`src/rtl/td4x_cpu_if.sv`:
```
// Control, program-load and debug signals of the td4x_cpu core.
// The board/bench side uses the master modport; the core uses the slave modport.
interface td4x_cpu_if #(
    parameter int DATA_W = 4,
    parameter int ADDR_W = 4
);
    logic              run;
    logic              step;
    logic              prog_we;
    logic [ADDR_W-1:0] prog_addr;
    logic [DATA_W+3:0] prog_data;
    logic [DATA_W-1:0] sw;
    logic [DATA_W-1:0] LED;
    logic [ADDR_W-1:0] pc;
    logic              carry;

    modport master (
        output run, step, prog_we, prog_addr, prog_data, sw,
        input  LED, pc, carry
    );

    modport slave (
        input  run, step, prog_we, prog_addr, prog_data, sw,
        output LED, pc, carry
    );
endinterface

```
`src/rtl/td4x_cpu.sv`:
```
// Parametrised TD4-style accumulator CPU with writable program memory,
// run/halt/single-step control and an execution-rate prescaler.
module td4x_cpu #(
    parameter int DATA_W  = 4,
    parameter int ADDR_W  = 4,
    parameter int CLK_DIV = 1
) (
    input  logic        clock,
    input  logic        reset,
    td4x_cpu_if.slave   bus
);
    localparam int INSTR_W = DATA_W + 4;
    localparam int DEPTH   = 1 << ADDR_W;
    localparam int CNT_W   = (CLK_DIV > 1) ? $clog2(CLK_DIV) : 1;

    typedef enum logic [3:0] {
        OP_ADD_A  = 4'b0000,
        OP_MOV_AB = 4'b0001,
        OP_IN_A   = 4'b0010,
        OP_MOV_AI = 4'b0011,
        OP_MOV_BA = 4'b0100,
        OP_ADD_B  = 4'b0101,
        OP_IN_B   = 4'b0110,
        OP_MOV_BI = 4'b0111,
        OP_OUT_B  = 4'b1001,
        OP_OUT_I  = 4'b1011,
        OP_JNC    = 4'b1110,
        OP_JMP    = 4'b1111
    } opcode_e;

    logic [INSTR_W-1:0] mem_q [DEPTH];

    logic [DATA_W-1:0]  a_q, a_d;
    logic [DATA_W-1:0]  b_q, b_d;
    logic [DATA_W-1:0]  out_q, out_d;
    logic [ADDR_W-1:0]  pc_q, pc_d;
    logic               carry_q, carry_d;
    logic [CNT_W-1:0]   cnt_q, cnt_d;

    logic               tick;
    logic               exec;
    logic [INSTR_W-1:0] instr;
    opcode_e            op;
    logic [DATA_W-1:0]  imm;
    logic [DATA_W-1:0]  add_src;
    logic [DATA_W:0]    sum;

    // The prescaler only advances while running; halting discards any partial count.
    assign tick  = (cnt_q == CNT_W'(CLK_DIV - 1));
    assign exec  = bus.run ? tick : bus.step;

    assign instr   = mem_q[pc_q];
    assign op      = opcode_e'(instr[INSTR_W-1:DATA_W]);
    assign imm     = instr[DATA_W-1:0];
    assign add_src = (op == OP_ADD_B) ? b_q : a_q;
    assign sum     = {1'b0, add_src} + {1'b0, imm};

    // NOTE: every always_comb output gets a default first so no latch is inferred.
    always_comb begin
        cnt_d = '0;
        if (bus.run && !tick) begin
            cnt_d = cnt_q + CNT_W'(1);
        end
    end

    always_comb begin
        a_d     = a_q;
        b_d     = b_q;
        out_d   = out_q;
        pc_d    = pc_q;
        carry_d = carry_q;
        if (exec) begin
            pc_d    = pc_q + ADDR_W'(1);
            carry_d = 1'b0;
            case (op)
                OP_ADD_A:  begin a_d = sum[DATA_W-1:0]; carry_d = sum[DATA_W]; end
                OP_MOV_AB: a_d = b_q;
                OP_IN_A:   a_d = bus.sw;
                OP_MOV_AI: a_d = imm;
                OP_MOV_BA: b_d = a_q;
                OP_ADD_B:  begin b_d = sum[DATA_W-1:0]; carry_d = sum[DATA_W]; end
                OP_IN_B:   b_d = bus.sw;
                OP_MOV_BI: b_d = imm;
                OP_OUT_B:  out_d = b_q;
                OP_OUT_I:  out_d = imm;
                OP_JNC:    if (!carry_q) pc_d = imm[ADDR_W-1:0];
                OP_JMP:    pc_d = imm[ADDR_W-1:0];
                default:   ;
            endcase
        end
    end

    // NOTE: sequential state uses non-blocking assignments so all registers update together.
    always_ff @(posedge clock) begin
        if (reset) begin
            a_q     <= '0;
            b_q     <= '0;
            out_q   <= '0;
            pc_q    <= '0;
            carry_q <= 1'b0;
            cnt_q   <= '0;
        end else begin
            a_q     <= a_d;
            b_q     <= b_d;
            out_q   <= out_d;
            pc_q    <= pc_d;
            carry_q <= carry_d;
            cnt_q   <= cnt_d;
        end
    end

    // NOTE: program memory has no reset so the program survives a core reset and maps to RAM.
    always_ff @(posedge clock) begin
        if (!reset && bus.prog_we && !bus.run) begin
            mem_q[bus.prog_addr] <= bus.prog_data;
        end
    end

    assign bus.LED   = out_q;
    assign bus.pc    = pc_q;
    assign bus.carry = carry_q;
endmodule

```
`src/flat_wrapper.sv`:
```
// flat-port wrapper written by rule: the top's interface ports become plain ports
module td4x_cpu_flat 
#(
    parameter int DATA_W  = 4,
    parameter int ADDR_W  = 4,
    parameter int CLK_DIV = 1
)
  (clock, reset, bus_run, bus_step, bus_prog_we, bus_prog_addr, bus_prog_data, bus_sw, bus_LED, bus_pc, bus_carry);
  td4x_cpu_if #(.DATA_W(DATA_W), .ADDR_W(ADDR_W)) bus_i ();
  input  logic clock;
  input  logic reset;
  input wire logic [$bits(bus_i.run)-1:0] bus_run;
  input wire logic [$bits(bus_i.step)-1:0] bus_step;
  input wire logic [$bits(bus_i.prog_we)-1:0] bus_prog_we;
  input wire logic [$bits(bus_i.prog_addr)-1:0] bus_prog_addr;
  input wire logic [$bits(bus_i.prog_data)-1:0] bus_prog_data;
  input wire logic [$bits(bus_i.sw)-1:0] bus_sw;
  output wire logic [$bits(bus_i.LED)-1:0] bus_LED;
  output wire logic [$bits(bus_i.pc)-1:0] bus_pc;
  output wire logic [$bits(bus_i.carry)-1:0] bus_carry;
  assign bus_i.run = bus_run;
  assign bus_i.step = bus_step;
  assign bus_i.prog_we = bus_prog_we;
  assign bus_i.prog_addr = bus_prog_addr;
  assign bus_i.prog_data = bus_prog_data;
  assign bus_i.sw = bus_sw;
  assign bus_LED = bus_i.LED;
  assign bus_pc = bus_i.pc;
  assign bus_carry = bus_i.carry;
  td4x_cpu #(.DATA_W(DATA_W), .ADDR_W(ADDR_W), .CLK_DIV(CLK_DIV)) u_core (.clock(clock), .reset(reset), .bus(bus_i));
endmodule
```
`config.mk`:
```
export PLATFORM = sky130hd
export DESIGN_NAME = td4x_cpu_flat
export DESIGN_NICKNAME = d
export VERILOG_FILES = /design/src/rtl/td4x_cpu_if.sv /design/src/rtl/td4x_cpu.sv /design/src/flat_wrapper.sv
export SDC_FILE = /design/constraint.sdc
export NUM_CORES = 1
export LEC_CHECK = 0
export ABC_CLOCK_PERIOD_IN_PS = 7700
export CAP_MARGIN = 25
export CORE_ASPECT_RATIO = 1.4
export CORE_MARGIN = 1.5
export CORE_UTILIZATION = 65
export CTS_CLUSTER_DIAMETER = 30
export CTS_CLUSTER_SIZE = 28
export DETAILED_ROUTE_END_ITERATION = 16
export PLACE_DENSITY = 0.81
export SLEW_MARGIN = 20
export SYNTH_ARGS = -nofsm -noshare
export SYNTH_HDL_FRONTEND = slang
export SYNTH_SLANG_ARGS = --single-unit
```
`constraint.sdc`:
```
create_clock -name clock -period 7.7 [get_ports clock]
set_clock_uncertainty 0.05 [all_clocks]
set_input_delay 2.31 -clock clock [delete_from_list [all_inputs] [get_ports clock]]
set_output_delay 2.31 -clock clock [all_outputs]
set_load 0.02 [all_outputs]
```
# After elaboration in Yosys (flattened, before gate mapping)
# Memory sizes are Yosys's and may differ from the RTL's. A register that Yosys moved wholly into a read port is not among the register bits.
# Cells that the tools add are included.
[totals]
register_bits = 18
latchBits = 0
ram_bits = 128
romBits = 0
n_memories = 1
[op_classes]
add_sub_neg = 3
mul = 0
n_div = 0
order_cmp = 0
eq_ne = 11
shift = 0
n_mux = 12
n_bitwise = 2
reduce_logical = 14
[mem_list]
columns = ["memory", "words", "word_bits", "read_ports", "rd_ports_with_merged_regs", "write_ports", "line", "rtl"]
rows = [
  ["u_core.mem_q", 16, 8, 1, 1, 1, "td4x_cpu.sv:31", "logic [INSTR_W-1:0] mem_q [DEPTH];"],
]
[ops]
columns = ["operator", "n"]
rows = [
  ["$pmux W4 S4", 2],
  ["$eq A4 B3 Y1 const B", 4],
  ["$eq A4 B4 Y1 const B", 4],
  ["$mux W4", 4],
  ["$pmux W4 S2", 2],
  ["$eq A4 B2 Y1 const B", 2],
  ["$reduce_bool A4 Y1", 2],
  ["$reduce_and A2 Y1", 3],
  ["$add A4 B4 Y5", 1],
  ["$add A4 B1 Y4 const B", 1],
  ["$eq A4 B1 Y1 const B", 1],
  ["$logic_not A4 Y1", 1],
  ["$mux W1", 4],
  ["$reduce_or A2 Y1", 2],
  ["$logic_and A1 B1 Y1", 3],
  ["$logic_not A1 Y1", 2],
  ["$not A1 Y1", 2],
  ["$reduce_bool A2 Y1", 1],
  ["$add A1 B1 Y1 const B", 1],
]

# Depth between registers and ports, before layout
# Gate-level depths: netlist of the first run.
[depth]
depth_word = 5
ltp_mapped = 16
mapped_depth_nobuf = 13

# Least setup slack after synthesis of the first run
# No wires, ideal clock.
[synth_path]
path_type = "in2reg"
from = "input port bus_run"
to = "memory u_core.mem_q[0][0] in the netlist's numbering, enable pin"
setup_time_ns = 0.383
t_arrival_ns = 3.479
required_time_ns = 7.267
setup_slack_ns = 3.787
cell_stages = 4
n_path_buf = 0
path_cell_list = "nor3b_1 > nor2b_1 > nand2b_1 > nor3_1"
[synth_via]
elab_chain_len = 4
[synth_rtl]
columns = ["element", "line", "rtl"]
rows = [
  ["start: declaration", "flat_wrapper.sv:12", "input wire logic [$bits(bus_i.run)-1:0] bus_run;"],
  ["$logic_not A1 Y1", "td4x_cpu.sv:114", "if (!reset && bus.prog_we && !bus.run) begin"],
  ["$logic_and A1 B1 Y1", "td4x_cpu.sv:114", ""],
  ["$mux W1", "td4x_cpu.sv:114", ""],
  ["$mux W1 (implied by the code)", "td4x_cpu.sv:115", "mem_q[bus.prog_addr] <= bus.prog_data;"],
  ["end: declaration", "td4x_cpu.sv:31", ""],
]
# No other way between the ends.

# Worst setup path after layout of the first run
[layout_path]
from = "input port reset"
to = "memory u_core.mem_q[0][0] in the netlist's numbering, enable pin"
[layout_via]
elab_chain_len = 5
[layout_rtl]
columns = ["element", "line", "rtl"]
rows = [
  ["start: declaration", "flat_wrapper.sv:11", "input logic reset;"],
  ["$logic_not A1 Y1", "td4x_cpu.sv:114", ""],
  ["$logic_and A1 B1 Y1 (2 in series)", "td4x_cpu.sv:114", ""],
  ["$mux W1", "td4x_cpu.sv:114", ""],
  ["$mux W1 (implied by the code)", "td4x_cpu.sv:115", ""],
]
# No other way between the ends.

==> results of run 1 <==
power by group through the flow:
stage	combinational (mW)	sequential, mW	clock (mW)
2_1_floorplan	0.765	0.993	0
3_3_place_gp	0.950	0.987	0
3_5_place_dp	0.976	0.989	0
4_1_cts	0.985	0.974	0.782
5_1_grt	1.07	0.982	0.814
6_report	0.992	0.975	0.771
path summary, 6_finish.rpt:
| path | endpoint | slack [ns] | cells after the start |
|---|---|---|---|
| worst min-delay path | u_core.a_q[1] | 0.43 | 2 |
| worst max-delay path | u_core.mem_q[0][0] | 2.62 | 6 |
| worst max register to register | u_core.b_q[3] | 3.33 | 13 |
| worst min register to register | u_core.a_q[1] | 0.43 | 2 |
placed cells by master (no fill, tap or decap), drive strengths merged, types with 3 or more instances in the layout:
cell           instances
nand3                  4
nand4                  5
a22oi                 12
a221o                  5
ha                     5
a221oi                 3
nand2b                 3
nor3                   7
a21oi                 15
clkbuf                21
a311oi                 6
clkdlybuf4s50         29
clkinv                 4
nand2                 26
buf                    3
dfxtp                 22
mux4                  30
edfxtp               128
inv                    9
mux2                  10
mux2i                 13
nor2                  17
clkinvlp               4
and2                   4
nor2b                  5
area by class of cell:
type | instances | area (um2) | share of cell area [%]
Inverter | 5 | 18.8 | 0.254
Tap cell | 132 | 165 | 2.23
Multi-Input combinational cell | 207 | 2050 | 27.8
Timing Repair Buffer | 34 | 320 | 4.33
Clock inverter | 13 | 123 | 1.66
Sequential cell | 150 | 4290 | 57.9
Clock buffer | 19 | 433 | 5.85
worst max-delay path, cell delays in order:
cell and delay [ns]:
sky130_fd_sc_hd__clkdlybuf4s50_1 0.85, sky130_fd_sc_hd__nor3b_1 0.79, sky130_fd_sc_hd__nor2b_1 0.25, sky130_fd_sc_hd__nand2b_1 0.14, sky130_fd_sc_hd__nor3_1 0.53, sky130_fd_sc_hd__clkbuf_2 0.28
per-stage QoR:
step	cells	hold WS, ns
2_1_floorplan	378	0.394
3_3_place_gp	525	0.407
3_5_place_dp	525	0.419
4_1_cts	557	0.427
5_1_grt	560	0.450
6_report	560	0.430
flip-flops by register name (all words and copies together) (netlist names), named ones only:
| register | flops |
|---|---|
| u_core.bus.pc | 4 |
| u_core.bus.LED | 4 |
| u_core.bus.carry | 1 |
| u_core.cnt_q | 1 |
| u_core.a_q | 4 |
| u_core.b_q | 4 |
| u_core.mem_q | 128 |
synth_stat cells, types with 2 or more instances:
library cell	count	area (um2)
sky130_fd_sc_hd__mux2_1	5	56.3
sky130_fd_sc_hd__dfxtp_1	22	440
sky130_fd_sc_hd__mux2_2	5	56.3
sky130_fd_sc_hd__a21oi_1	14	70.1
sky130_fd_sc_hd__clkbuf_1	5	18.8
sky130_fd_sc_hd__a22oi_1	7	52.6
sky130_fd_sc_hd__buf_6	2	22.5
sky130_fd_sc_hd__mux4_2	20	450
sky130_fd_sc_hd__a22oi_2	3	37.5
sky130_fd_sc_hd__and2_1	4	25.0
sky130_fd_sc_hd__nand4_1	3	18.8
sky130_fd_sc_hd__ha_1	5	62.6
sky130_fd_sc_hd__nand2_1	23	86.3
sky130_fd_sc_hd__a31oi_1	2	12.5
sky130_fd_sc_hd__o221ai_1	2	17.5
sky130_fd_sc_hd__buf_2	5	25.0
sky130_fd_sc_hd__a221o_1	5	50.1
sky130_fd_sc_hd__nand4_2	2	25.0
sky130_fd_sc_hd__nand2_2	3	18.8
sky130_fd_sc_hd__nand3b_1	2	15.0
sky130_fd_sc_hd__a22oi_4	2	42.5
sky130_fd_sc_hd__nand2b_1	3	18.8
sky130_fd_sc_hd__nor2_1	17	63.8
sky130_fd_sc_hd__mux4_1	10	263
sky130_fd_sc_hd__nor2b_1	5	31.3
sky130_fd_sc_hd__a32oi_1	2	17.5
sky130_fd_sc_hd__xor2_1	2	17.5
sky130_fd_sc_hd__nor3_1	6	30.0
sky130_fd_sc_hd__nand3_1	4	20.0
sky130_fd_sc_hd__nor3b_1	2	15.0
sky130_fd_sc_hd__inv_1	5	18.8
sky130_fd_sc_hd__a221oi_2	2	30.0
sky130_fd_sc_hd__buf_4	2	15.0
sky130_fd_sc_hd__buf_12	2	40.0
sky130_fd_sc_hd__a21o_1	2	15.0
sky130_fd_sc_hd__mux2i_1	13	130
sky130_fd_sc_hd__a311oi_1	6	52.6
sky130_fd_sc_hd__and4_1	2	17.5
sky130_fd_sc_hd__edfxtp_1	128	3840
layer usage:
| layer | global-route usage [%] | up-vias | share of wire (%) | wire, um |
|---|---|---|---|---|
| li1 | - | 1623 | - | - |
| met1 | 37.3 | 1837 | 38 | 5250 |
| met2 | 48.2 | 178 | 53 | 7370 |
| met3 | 7.01 | 36 | 6.0 | 836 |
| met4 | 13.3 | 0 | 3.7 | 513 |
| met5 | 0 | - | 0 | 0 |
kinds of logic (layout without fill, tap and decap cells):
group,after synthesis,count (layout),share of synthesized area (%)
buffers and inverters,21,71,2.17
other,1,1,0.0579
muxes,53,53,14.8
adders and majority gates,6,6,1.28
AOI/OAI and AO/OA,60,60,8.12
DFF,150,150,66.2
and+or+nand+nor,84,84,7.02
xor gates and xnor gates,3,3,0.406
==> impl_metrics.ini, run 1 <==
[setup_path]
setup.worst_path.class = primary input to register
critical_path_arrival_ns = 5.16
crit_start = reset
cp_max_fo = 26
cp_data_required_time_ns = 7.78
startpoint_type = primary input
worst_setup_path_end_kind = register

[logic_synthesis]
synth-seq-cells = 150
synth_seq_area_share_pct = 66.2
synth_enable_flop_cells = 128
synth-async-reset-ratio_pct = 0
synthesis.area_um2 = 6470
synth.net_count = 405
synth.lib_cells_used.distinct = 63
synth.yosys.warnings = 0
synth-main-ff-cell = sky130_fd_sc_hd__edfxtp_1
netlist_instances = 378
average_footprint_of_a_synthesized_cell_um2 = 17.1

[finish]
layout-drive-gt1-share_pct = 19.4
fin_util_pct = 77.4
antenna_cells_inserted = 0
layout.nets = 442
finalInstanceArea_um2 = 7400
layout.filler_cells = 560
area_delta_synth_final_pct = 14.3

[clock_tree]
path_clk_slew_ns = 0.06
clk_latency_ns = 0.42
max-clock-path-buffers = 2
postCtsHoldBufs = 0
cts.repair.resized = 0
clock_tree_from_tritoncts = yes
clk_root_buffer_cell = sky130_fd_sc_hd__clkbuf_16
numCtsBuffers = 17
cts.sinks = 150
cts_post_setup_buffers_inserted = 0
cts.htree.levels = 4

[drt]
first_pass_detailed_route_iteration_total = 5
drt_drc_violations_left = 0
route.detailed.wl_per_inst_um = 24.9
route.vias.total = 3674
dr.first_iter.drc_count = 395
wirelength_um = 14000
detail_route.vias_per_cell = 6.56
detail-route-antenna-nets = 0

[global_routing]
wire_length_of_the_first_global_routing_pass_um = 21600
first_global_vias = 3712
globalRouteTotalUtil_pct = 29.4
grt_start_max_net_pins = 35
grt.overflow.total = 0
antenna_found_initial = 0

[floorplanning]
core_area_um2 = 9560
core.rowCount = 42
io-pin-count = 30
start_util_pct = 67.7
die_width_um = 87.3
floorplan.die_area_um2 = 10600
die_h_um = 121

[timing]
fin_crit_ns = 5.08
worstMarginPinSlew_ns = 0.874
max_clock_freq_ghz = 0.197
rsz_0062_raised_after_global_routing = no
drv_slew = 0
fin_ws_ns = 2.62
slew-limit-headroom_pct = 41.5
post_route_clock_period_utilization_pct = 65.9
hold_violations = 0
final.setup.tns_ns = 0
finalSetupViolations = 0

[power_and_ir_drop]
pwr_dens_nw_per_um2 = 370
pwr-share-seq_pct = 35.6
pwr-share-comb_pct = 36.2
netSwitchingPower_mw = 0.954
swShare_pct = 34.8
vdd_drop_max_mv = 0.244
leakage_power_total_nw = 2.46
clkPwrFrac_pct = 28.2
intPower_mw = 1.78
p_total_mw = 2.74

[placed_design]
number_of_port_buffers = 29
placed_area_um2 = 6820
gpl.final_weighted_congestion = 0.888
dp.final_hpwl_um = 9210
detailedPlace.worstSlack_ns = 2.15

[min_path]
worst_hold_startpoint = u_core.a_q[1]
hold_path_class = register to register

[status]
run_status = completed

[job]
maximum_capacitance_violations = 0
Power figures use the tool's default switching activity.
==> run 2: changes to the inputs <==
--- a/config.mk
+++ b/config.mk
@@ -5,15 +5,15 @@
 export SDC_FILE = /design/constraint.sdc
 export NUM_CORES = 1
 export LEC_CHECK = 0
-export ABC_CLOCK_PERIOD_IN_PS = 7700
+export ABC_CLOCK_PERIOD_IN_PS = 4750
 export CAP_MARGIN = 25
 export CORE_ASPECT_RATIO = 1.4
 export CORE_MARGIN = 1.5
-export CORE_UTILIZATION = 65
+export CORE_UTILIZATION = 60
 export CTS_CLUSTER_DIAMETER = 30
 export CTS_CLUSTER_SIZE = 28
 export DETAILED_ROUTE_END_ITERATION = 16
-export PLACE_DENSITY = 0.81
+export PLACE_DENSITY = 0.75
 export SLEW_MARGIN = 20
 export SYNTH_ARGS = -nofsm -noshare
 export SYNTH_HDL_FRONTEND = slang
==> constraint.sdc (replaced) <==
create_clock -name clock -period 4.75 [get_ports clock]
set_clock_uncertainty 0.05 [all_clocks]
set_input_delay 1.425 -clock clock [delete_from_list [all_inputs] [get_ports clock]]
set_output_delay 1.425 -clock clock [all_outputs]
set_load 0.02 [all_outputs]
==> run 2 against run 1 <==
Compared with the run above: global-route usage decreased by 3.4 points; worst setup slack got worse by 2.0 ns; non-clock buffer count increased by 19; clock power increased by 73%; power increased by 66%; highest routed layer unchanged; sequential power increased by 67%; routed wire length decreased by 1.5%.
==> impl_metrics.ini, run 2 (synthesis gave the netlist of run 1 again) <==
[global_routing]
grt.overflow.total = 0
globalRouteTotalUtil_pct = 26.1
grt_start_max_net_pins = 26
first_global_vias = 3839
wire_length_of_the_first_global_routing_pass_um = 21600
antenna_found_initial = 0

[floorplanning]
io-pin-count = 30
core.rowCount = 44
floorplan.die_area_um2 = 11400
die_h_um = 126
die_width_um = 90.8
core_area_um2 = 10500
start_util_pct = 61.9

[clock_tree]
path_clk_slew_ns = 0.07
cts.sinks = 150
postCtsHoldBufs = 0
clock_tree_from_tritoncts = yes
clk_root_buffer_cell = sky130_fd_sc_hd__clkbuf_16
cts.htree.levels = 4
clk_latency_ns = 0.42
numCtsBuffers = 17
cts_post_setup_buffers_inserted = 0
max-clock-path-buffers = 2
cts.repair.resized = 0

[placed_design]
placed_area_um2 = 7000
number_of_port_buffers = 29
dp.final_hpwl_um = 9060
post-place-cells = 553
gpl.final_weighted_congestion = 0.911
detailedPlace.worstSlack_ns = 0.673

[setup_path]
timing.reg2reg.worst_path_depth = 13
critical_path_arrival_ns = 4.38
worst_setup_path_end_kind = register
cp_max_fo = 18
setup.worst_path.class = register to register
startpoint_type = register
cp_data_required_time_ns = 5.05

[finish]
most_used_cells_in_the_layout_excluding_fill_and_tap_cells = 128 x sky130_fd_sc_hd__edfxtp_1, 29 x sky130_fd_sc_hd__clkdlybuf4s50_1, 24 x sky130_fd_sc_hd__buf_4, 23 x sky130_fd_sc_hd__nand2_1, 21 x sky130_fd_sc_hd__dfxtp_1
mostFrequentLayoutCell = sky130_fd_sc_hd__edfxtp_1
top_register = u_core.mem_q
layout-drive-gt1-share_pct = 22.8
finalInstanceArea_um2 = 7590
area_delta_synth_final_pct = 17.2
antenna_cells_inserted = 0
layout.nets = 461
largest_register_ff_count = 128
fin_util_pct = 72.5
stdcell_count = 585

[power_and_ir_drop]
pwr_dens_nw_per_um2 = 599
vdd_drop_max_mv = 0.348
leakage_power_total_nw = 2.58
p_total_mw = 4.55

[timing]
max_clock_freq_ghz = 0.245
worstMarginPinSlew_ns = 0.855
final.setup.tns_ns = 0
hold_violations = 0
finalSetupViolations = 0
rsz_0062_raised_after_global_routing = no
drv_slew = 0
slew-limit-headroom_pct = 43.0
fin_crit_ns = 4.08
fin_ws_ns = 0.669
hold-worst-slack_ns = 0.432
post_route_clock_period_utilization_pct = 85.9

[drt]
first_pass_detailed_route_iteration_total = 5
dr.first_iter.drc_count = 247
detail-route-antenna-nets = 0
detail_route.vias_per_cell = 6.39
route.vias.total = 3739
wirelength_um = 13800
route.detailed.wl_per_inst_um = 23.5
drt_drc_violations_left = 0

[job]
maximum_capacitance_violations = 0

[min_path]
hold_path_depth = 2
hold_path_class = register to register

[status]
run_status = completed
run 2: worst max-delay path: stages, from the launching register on:
cell and delay (ns):
sky130_fd_sc_hd__dfxtp_1 0.88, sky130_fd_sc_hd__buf_4 0.28, sky130_fd_sc_hd__mux4_2 0.30, sky130_fd_sc_hd__nand2_1 0.10, sky130_fd_sc_hd__and4_1 0.40, sky130_fd_sc_hd__nand4_2 0.23, sky130_fd_sc_hd__mux2_1 0.42, sky130_fd_sc_hd__ha_1 0.31
sky130_fd_sc_hd__a21o_1 0.17, sky130_fd_sc_hd__a21oi_1 0.18, sky130_fd_sc_hd__xnor2_1 0.16, sky130_fd_sc_hd__mux2i_1 0.10, sky130_fd_sc_hd__a221o_1 0.30, sky130_fd_sc_hd__a21oi_1 0.13
run 2: area by class of cell:
cell class / instances / area (um2)
clock buffer: 17 / 425
clock inverter: 15 / 166
fill: 654 / 2870
inverter: 5 / 18.8
multi-input combinational: 207 / 2050
sequential: 150 / 4290
tap: 138 / 173
timing repair buffer: 53 / 470
run 2: power breakdown:
group | internal (mW) | switching, mW
combinational | 0.687 | 0.895
sequential | 1.51 | 0.129
clock | 0.785 | 0.546
run 2: path summary, 6_finish.rpt:
| kind | from | end | slack [ns] |
|---|---|---|---|
| worst min register to register | u_core.a_q[1] | u_core.a_q[1] | 0.43 |
| worst min-delay path | u_core.a_q[1] | u_core.a_q[1] | 0.43 |
| worst max register to register | register | u_core.a_q[3] | 0.67 |
| worst max-delay path | register | u_core.a_q[3] | 0.67 |
run 2: per-layer routing:
metal	part of all wire, %	GRT usage [%]	vias up
met4	4.7	14.3	0
met5	0	0	-
met3	4.3	5.43	42
li1	-	-	1664
met2	54	45.6	127
met1	37	29.8	1906
